**src/rtl/legv8_pkg.sv**
```systemverilog
// Shared LEGv8 fetch definitions: datapath widths, PC-select codes and
// fetch FSM states.
package legv8_pkg;

   localparam int DATA_W  = 64;
   localparam int INSTR_W = 32;

   typedef enum logic [1:0] {
      PS_HOLD = 2'b00,
      PS_INC  = 2'b01,
      PS_BR   = 2'b10,
      PS_CB   = 2'b11
   } ps_e;

   typedef enum logic [1:0] {
      ST_FETCH = 2'b00,
      ST_EXEC  = 2'b01,
      ST_ERROR = 2'b10
   } fetch_state_e;

endpackage

```
**src/rtl/pc_next_mux.sv**
```systemverilog
// Combinational next-PC selection with word-alignment check.
// A hold selection never flags misalignment.
module pc_next_mux
   import legv8_pkg::*;
(
   input  logic [1:0]        ps_i,
   input  logic [DATA_W-1:0] pc_i,
   input  logic [DATA_W-1:0] k_i,
   input  logic [DATA_W-1:0] a_i,
   output logic [DATA_W-1:0] next_pc_o,
   output logic [DATA_W-1:0] pc4_o,
   output logic              misaligned_o
);

   assign pc4_o = pc_i + 64'd4;

   always_comb begin
      next_pc_o = pc_i;
      case (ps_i)
         PS_INC:  next_pc_o = pc4_o;
         PS_BR:   next_pc_o = a_i;
         // k is a word offset; shifting out the top two bits matches mod-2^64 wrap
         PS_CB:   next_pc_o = pc_i + (k_i << 2);
         default: next_pc_o = pc_i;
      endcase
   end

   assign misaligned_o = (ps_i != PS_HOLD) && (next_pc_o[1:0] != 2'b00);

endmodule

```
**src/rtl/instr_fetch_unit.sv**
```systemverilog
// Instruction fetch unit: fetches at PC, holds the instruction for the decoder,
// and updates PC from the control word's PC-select field.
module instr_fetch_unit
   import legv8_pkg::*;
#(
   parameter logic [63:0] RESET_PC = 64'h0
) (
   input  logic                clock,
   input  logic                reset,
   input  logic [1:0]          PS,
   input  logic [DATA_W-1:0]   k,
   input  logic [DATA_W-1:0]   A,
   input  logic                ps_valid,
   input  logic                stall,
   output logic                imem_req,
   output logic [DATA_W-1:0]   imem_addr,
   input  logic [INSTR_W-1:0]  imem_rdata,
   input  logic                imem_ready,
   output logic [INSTR_W-1:0]  instr,
   output logic                instr_valid,
   output logic [DATA_W-1:0]   PC,
   output logic [DATA_W-1:0]   PC4,
   output logic                fault
);

   fetch_state_e        state_q;
   logic [DATA_W-1:0]   pc_q;
   logic [INSTR_W-1:0]  instr_q;
   logic                imem_req_q;
   logic                instr_valid_q;
   logic                fault_q;

   logic [DATA_W-1:0]   next_pc_d;
   logic                misaligned_d;

   pc_next_mux u_pc_next_mux (
      .ps_i         (PS),
      .pc_i         (pc_q),
      .k_i          (k),
      .a_i          (A),
      .next_pc_o    (next_pc_d),
      .pc4_o        (PC4),
      .misaligned_o (misaligned_d)
   );

   // imem_req stays low out of reset and rises on the first clock after release,
   // so a response to a request abandoned by reset is never captured.
   always_ff @(posedge clock or posedge reset) begin
      if (reset) begin
         state_q       <= ST_FETCH;
         pc_q          <= RESET_PC;
         instr_q       <= '0;
         imem_req_q    <= 1'b0;
         instr_valid_q <= 1'b0;
         fault_q       <= 1'b0;
      end else begin
         case (state_q)
            ST_FETCH: begin
               if (imem_req_q && imem_ready) begin
                  instr_q       <= imem_rdata;
                  imem_req_q    <= 1'b0;
                  instr_valid_q <= 1'b1;
                  state_q       <= ST_EXEC;
               end else begin
                  imem_req_q    <= 1'b1;
               end
            end
            ST_EXEC: begin
               if (ps_valid && !stall && (PS != PS_HOLD)) begin
                  instr_valid_q <= 1'b0;
                  if (misaligned_d) begin
                     fault_q <= 1'b1;
                     state_q <= ST_ERROR;
                  end else begin
                     pc_q       <= next_pc_d;
                     imem_req_q <= 1'b1;
                     state_q    <= ST_FETCH;
                  end
               end
            end
            ST_ERROR: begin
               fault_q       <= 1'b1;
               imem_req_q    <= 1'b0;
               instr_valid_q <= 1'b0;
            end
            default: begin
               fault_q       <= 1'b1;
               imem_req_q    <= 1'b0;
               instr_valid_q <= 1'b0;
               state_q       <= ST_ERROR;
            end
         endcase
      end
   end

   assign imem_req    = imem_req_q;
   assign imem_addr   = pc_q;
   assign instr       = instr_q;
   assign instr_valid = instr_valid_q;
   assign PC          = pc_q;
   assign fault       = fault_q;

endmodule

```
**config.mk**
```make
export PLATFORM = sky130hd
export DESIGN_NAME = instr_fetch_unit
export DESIGN_NICKNAME = d
export VERILOG_FILES = /design/src/rtl/legv8_pkg.sv /design/src/rtl/pc_next_mux.sv /design/src/rtl/instr_fetch_unit.sv
export SDC_FILE = /design/constraint.sdc
export NUM_CORES = 1
export LEC_CHECK = 0
export BUFFER_PORTS_ARGS = -buffer_cell sky130_fd_sc_hd__buf_2
export CORE_AREA = 2 2 155 157
export DETAILED_ROUTE_END_ITERATION = 7
export DIE_AREA = 0 0 157 159
export GPL_TIMING_DRIVEN = 1
export PLACE_DENSITY = 0.79
export SYNTH_ARGS = -nofsm -noshare
export SYNTH_HDL_FRONTEND = slang
export SYNTH_HIERARCHICAL = 1
export SYNTH_SLANG_ARGS = --single-unit
```
**constraint.sdc**
```tcl
create_clock -name clock -period 6.4 [get_ports clock]
set_input_delay 0.32 -clock clock [delete_from_list [all_inputs] [get_ports clock]]
set_output_delay 0.32 -clock clock [all_outputs]
set_load 0.1 [all_outputs]
```
==> results.md <==
- The total half-perimeter wirelength after legalization and detailed placement is 30800 um.
- The buffer type at the clock tree root is sky130_fd_sc_hd__clkbuf_16.
- The startpoint-to-endpoint class of the critical path is flop to output pin.
- The clock-pin slew on the worst setup and hold paths is 0.09 ns.
- The later-pin clock latency in the skew report is 0.36 ns.
- Of the total synthesized cell area, the portion taken by full adders, half adders and majority gates is 6.90%.
- The via count of the first global-routing pass is 11400.
- The first global-routing pass estimated 62500 um of wire.
- The post-route netlist has 26.5% of its cells at a drive strength greater than 1.
- The violation count after the first detailed-routing iteration is 986.
- After detailed routing, the number of remaining DRC violations is 0.
- The number of cells on the worst reg-to-reg path is 13.
- The number of ports placed on the die boundary is 394.
- TritonCTS created 9 clock buffers.
- Setup violations remaining at the end of the flow were counted as 0.
- TritonCTS built the clock tree.
- Each instance of the synthesized netlist takes up on average 8.07 sq um.
- Global routing consumed, over all layers together, 31.7% of the routing resources.
- Summed over all layers, the routed wires come to 41000 um.
- Counting along the longest clock path gives a buffer depth of 2.
- The die covers 0.0250 sq mm.
- From bottom edge to top edge, the die measures 159 um.
- The detailed-routed wire length on met3 is 3460 um.
- Once the clock tree was built, the setup fixing pass inserted 0 buffers.
- The routed via count divided by cell count is 5.99.
- The post-synthesis net count is 1659.
- The number of gates resized after CTS is 0.
- The count of pins over their slew limit is 0.
- By area, the combinational part of the netlist is dominated by simple AND/OR/NAND/NOR gates.
- Signal routing reaches up to met4.
- Between clock sinks in the finished design, the worst skew comes to 0.0127 ns.
- The floorplan step defined a core boundary enclosing 0.0232 sq mm.
- The number of warning messages in the yosys log is 6.
- Summing the areas of all and, or, nand and nor instances in the mapped netlist gives 20.3% of the synthesized area.
- The data required time at the worst endpoint is 6.08 ns.
- The final-report hold violation count is 0.
- The critical register-to-register path endpoint is PC[48].
- The max-slew headroom at the worst pin is 37.4%.
- The initial utilization of the core area, before any placement, comes to 49.7%.
- The maximum clock rate is 0.219 GHz.
- The worst register-to-register path begins at PC[2].
- Dividing the detail-routed wire length by the instance count gives 20.3 um.
- The final critical path takes up 71.3% of the cycle.
- The number of distinct library cells after synthesis is 83.
- At the end of the flow, the number of nets in the layout was 1921.
- The largest driver fanout on the critical path is 10.
- During placement, the flow inserted port buffers numbering 391.
- In this run the cell area of the synthesized design comes to 0.0115 sq mm.
- The routed design could run at a clock period as short as 4.57 ns.
- The pre-antenna-repair detailed-routing pass consisted of 5 iterations.
- The post-route antenna net violation count is 0.
- The worst setup path is captured at an output pin.
- The post-synthesis async set-or-reset flop share is 100%.
- In the synthesized netlist, mux cells make up 12.5% of the area.
- In this run the register-to-register setup slack is 2.38 ns.
- The floorplan step set the die width to 157 um.
- Relative to the synthesized area, the layout overhead comes to 16.7%.
- The number of enable flip-flop cells after synthesis is 0.
- The count of antenna diodes in the layout is 0.
- Detailed routing inserted a total of 12100 vias.
- Summing the areas of all compound-gate instances in the mapped netlist gives 18.9% of the synthesized area.
- The flip-flop and latch count after synthesis is 101.
- The H-tree was split into 3 levels.
- Setup repair after global routing left no endpoint under its margin.
- The synthesized netlist cell count is 1429.
- The xor/xnor cell area share of the yosys netlist is 11.5%.
- Summing the sequential cell areas from Yosys gives 21.9% of the chip area.
- The wire length on met2 is 19600 um.
- The number of antenna violations at the first check in global routing is 0.
- At the pin with the least slew margin, the transition time is 0.936 ns.
- The flow ran to the end, and the final reports show no timing, DRC or antenna violations.
- The detailed router put a total of 16500 um of wire on met1.
- After routing, the total negative slack on setup checks comes to 0 ns.
- The nature of the critical path startpoint is a flop.
- After global routing the overflow that remains totals 0.
- Data arrives at the worst endpoint at 4.25 ns.
- The clock drives 101 sinks.
- The classification of the worst-slack hold path is input port to async pin.
- In this run, post-CTS hold repair placed 0 buffers.
- Entering global routing, the biggest net connects 71 pins.
- The predominant post-synthesis flop cell is sky130_fd_sc_hd__dfrtp_1.
- Row generation in the floorplan step produced 56 rows.
- Max-cap violations in this run came to 0.
- At the end of routability-driven placement, the weighted congestion stood at 0.914.
area by class of cell:
cell class / instances / area, sq um
inverter: 21 / 81.3
tap: 319 / 399
clock inverter: 7 / 81.3
clock buffer: 9 / 225
fill: 2165 / 9740
timing repair buffer: 401 / 2030
multi-input combinational: 1157 / 8110
sequential: 101 / 2530
cell usage after synthesis, types with 6 or more instances:
| cell | n | area, sq um |
|---|---|---|
| sky130_fd_sc_hd__o22ai_1 | 15 | 93.8 |
| sky130_fd_sc_hd__xnor2_1 | 92 | 806 |
| sky130_fd_sc_hd__mux2_2 | 6 | 67.6 |
| sky130_fd_sc_hd__o31ai_1 | 8 | 60.1 |
| sky130_fd_sc_hd__xor2_1 | 60 | 526 |
| sky130_fd_sc_hd__ha_1 | 62 | 776 |
| sky130_fd_sc_hd__and3_1 | 39 | 244 |
| sky130_fd_sc_hd__clkbuf_1 | 59 | 221 |
| sky130_fd_sc_hd__a21o_1 | 37 | 278 |
| sky130_fd_sc_hd__o21bai_1 | 15 | 113 |
| sky130_fd_sc_hd__a21oi_1 | 119 | 596 |
| sky130_fd_sc_hd__dfrtp_1 | 101 | 2530 |
| sky130_fd_sc_hd__mux2_1 | 95 | 1070 |
| sky130_fd_sc_hd__a211oi_1 | 8 | 60.1 |
| sky130_fd_sc_hd__inv_1 | 20 | 75.1 |
| sky130_fd_sc_hd__a31oi_1 | 13 | 81.3 |
| sky130_fd_sc_hd__nand2b_1 | 7 | 43.8 |
| sky130_fd_sc_hd__mux2i_1 | 28 | 280 |
| sky130_fd_sc_hd__nand3_1 | 48 | 240 |
| sky130_fd_sc_hd__o21ai_0 | 66 | 330 |
| sky130_fd_sc_hd__nor2b_1 | 7 | 43.8 |
| sky130_fd_sc_hd__buf_1 | 9 | 33.8 |
| sky130_fd_sc_hd__o21a_1 | 11 | 82.6 |
| sky130_fd_sc_hd__and4_1 | 8 | 70.1 |
| sky130_fd_sc_hd__buf_2 | 12 | 60.1 |
| sky130_fd_sc_hd__nand4_1 | 39 | 244 |
| sky130_fd_sc_hd__and2_1 | 11 | 68.8 |
| sky130_fd_sc_hd__nor3_1 | 29 | 145 |
| sky130_fd_sc_hd__nor2_1 | 97 | 364 |
| sky130_fd_sc_hd__buf_4 | 68 | 510 |
| sky130_fd_sc_hd__nand2_1 | 151 | 567 |
worst max path at each step:
stage,end,slack [ns],cells past startpoint,from
3_5_place_dp,PC4[63],2.37,8,PC[4]
2_1_floorplan,PC4[56],1.21,8,PC[38]
3_3_place_gp,PC4[63],2.42,8,PC[4]
4_1_cts,PC4[63],1.95,8,PC[4]
6_report,PC4[42],1.83,8,PC[2]
5_1_grt,PC4[42],1.81,8,PC[2]
worst max-delay path, cell delays in order (launching register included):
cell	delay, ns
sky130_fd_sc_hd__dfrtp_1	0.61
sky130_fd_sc_hd__ha_1	0.39
sky130_fd_sc_hd__nand3_1	0.33
sky130_fd_sc_hd__nor2_1	0.56
sky130_fd_sc_hd__nand4_1	0.41
sky130_fd_sc_hd__nor2_1	0.43
sky130_fd_sc_hd__and3_1	0.27
sky130_fd_sc_hd__xor2_1	0.36
sky130_fd_sc_hd__buf_2	0.51
metrics by stage:
step	util (%)	instances	hold slack [ns]	instance area [sq um]	setup slack (ns)
after floorplan	-	1429	0.455	11500	1.21
after global routing	58.0	2015	0.0780	13500	1.81
after global placement	56.7	1999	0.443	13200	2.42
final	58.0	2015	0.0425	13500	1.83
after CTS	58.0	2015	0.0578	13500	1.95
after detailed placement	56.7	1999	0.456	13200	2.37
kinds of logic after synthesis:
family	Yosys count
muxes	130
xor gates and xnor gates	152
DFF	101
and+or+nand+nor	468
AOI/OAI and AO/OA	344
adders and majority gates	63
buffers and inverters	171
routing by layer:
metal	GRT usage, %	vias up
li1	-	5611
met1	40.0	5665
met2	54.4	697
met3	5.06	87
met4	11.3	0
met5	0	-
cell usage in the layout (no fill, tap or decap), types with 4 or more instances in the layout:
cell type,n
sky130_fd_sc_hd__clkbuf_16,9
sky130_fd_sc_hd__xnor2_1,92
sky130_fd_sc_hd__nand2b_1,7
sky130_fd_sc_hd__nor2_1,97
sky130_fd_sc_hd__a21o_1,37
sky130_fd_sc_hd__dfrtp_1,101
sky130_fd_sc_hd__o22a_1,4
sky130_fd_sc_hd__o31ai_1,8
sky130_fd_sc_hd__nor3_1,29
sky130_fd_sc_hd__o21ai_0,66
sky130_fd_sc_hd__mux2_2,6
sky130_fd_sc_hd__o21bai_1,15
sky130_fd_sc_hd__ha_1,62
sky130_fd_sc_hd__nand2_1,151
sky130_fd_sc_hd__buf_4,11
sky130_fd_sc_hd__and2_1,11
sky130_fd_sc_hd__nand3_1,48
sky130_fd_sc_hd__a221oi_1,4
sky130_fd_sc_hd__xor2_1,60
sky130_fd_sc_hd__mux2i_1,28
sky130_fd_sc_hd__nor4_1,4
sky130_fd_sc_hd__and3_1,39
sky130_fd_sc_hd__o21a_1,11
sky130_fd_sc_hd__mux2_1,95
sky130_fd_sc_hd__or3_1,4
sky130_fd_sc_hd__and4_1,8
sky130_fd_sc_hd__a31oi_1,13
sky130_fd_sc_hd__inv_1,19
sky130_fd_sc_hd__a21boi_0,4
sky130_fd_sc_hd__o211ai_1,4
sky130_fd_sc_hd__nor2b_1,7
sky130_fd_sc_hd__nand4_1,39
sky130_fd_sc_hd__o22ai_1,15
sky130_fd_sc_hd__a21oi_1,119
sky130_fd_sc_hd__a211oi_1,8
sky130_fd_sc_hd__buf_2,390
state kept, by name, summed over array words and instances, names as in the netlist:
| register | flops |
|---|---|
| fault | 1 |
| state_q | 2 |
| instr | 32 |
| PC | 64 |
| imem_req | 1 |
| instr_valid | 1 |
Power is not shown: default switching activity piles up to over one toggle a cycle in this logic, so the estimate is an artifact.
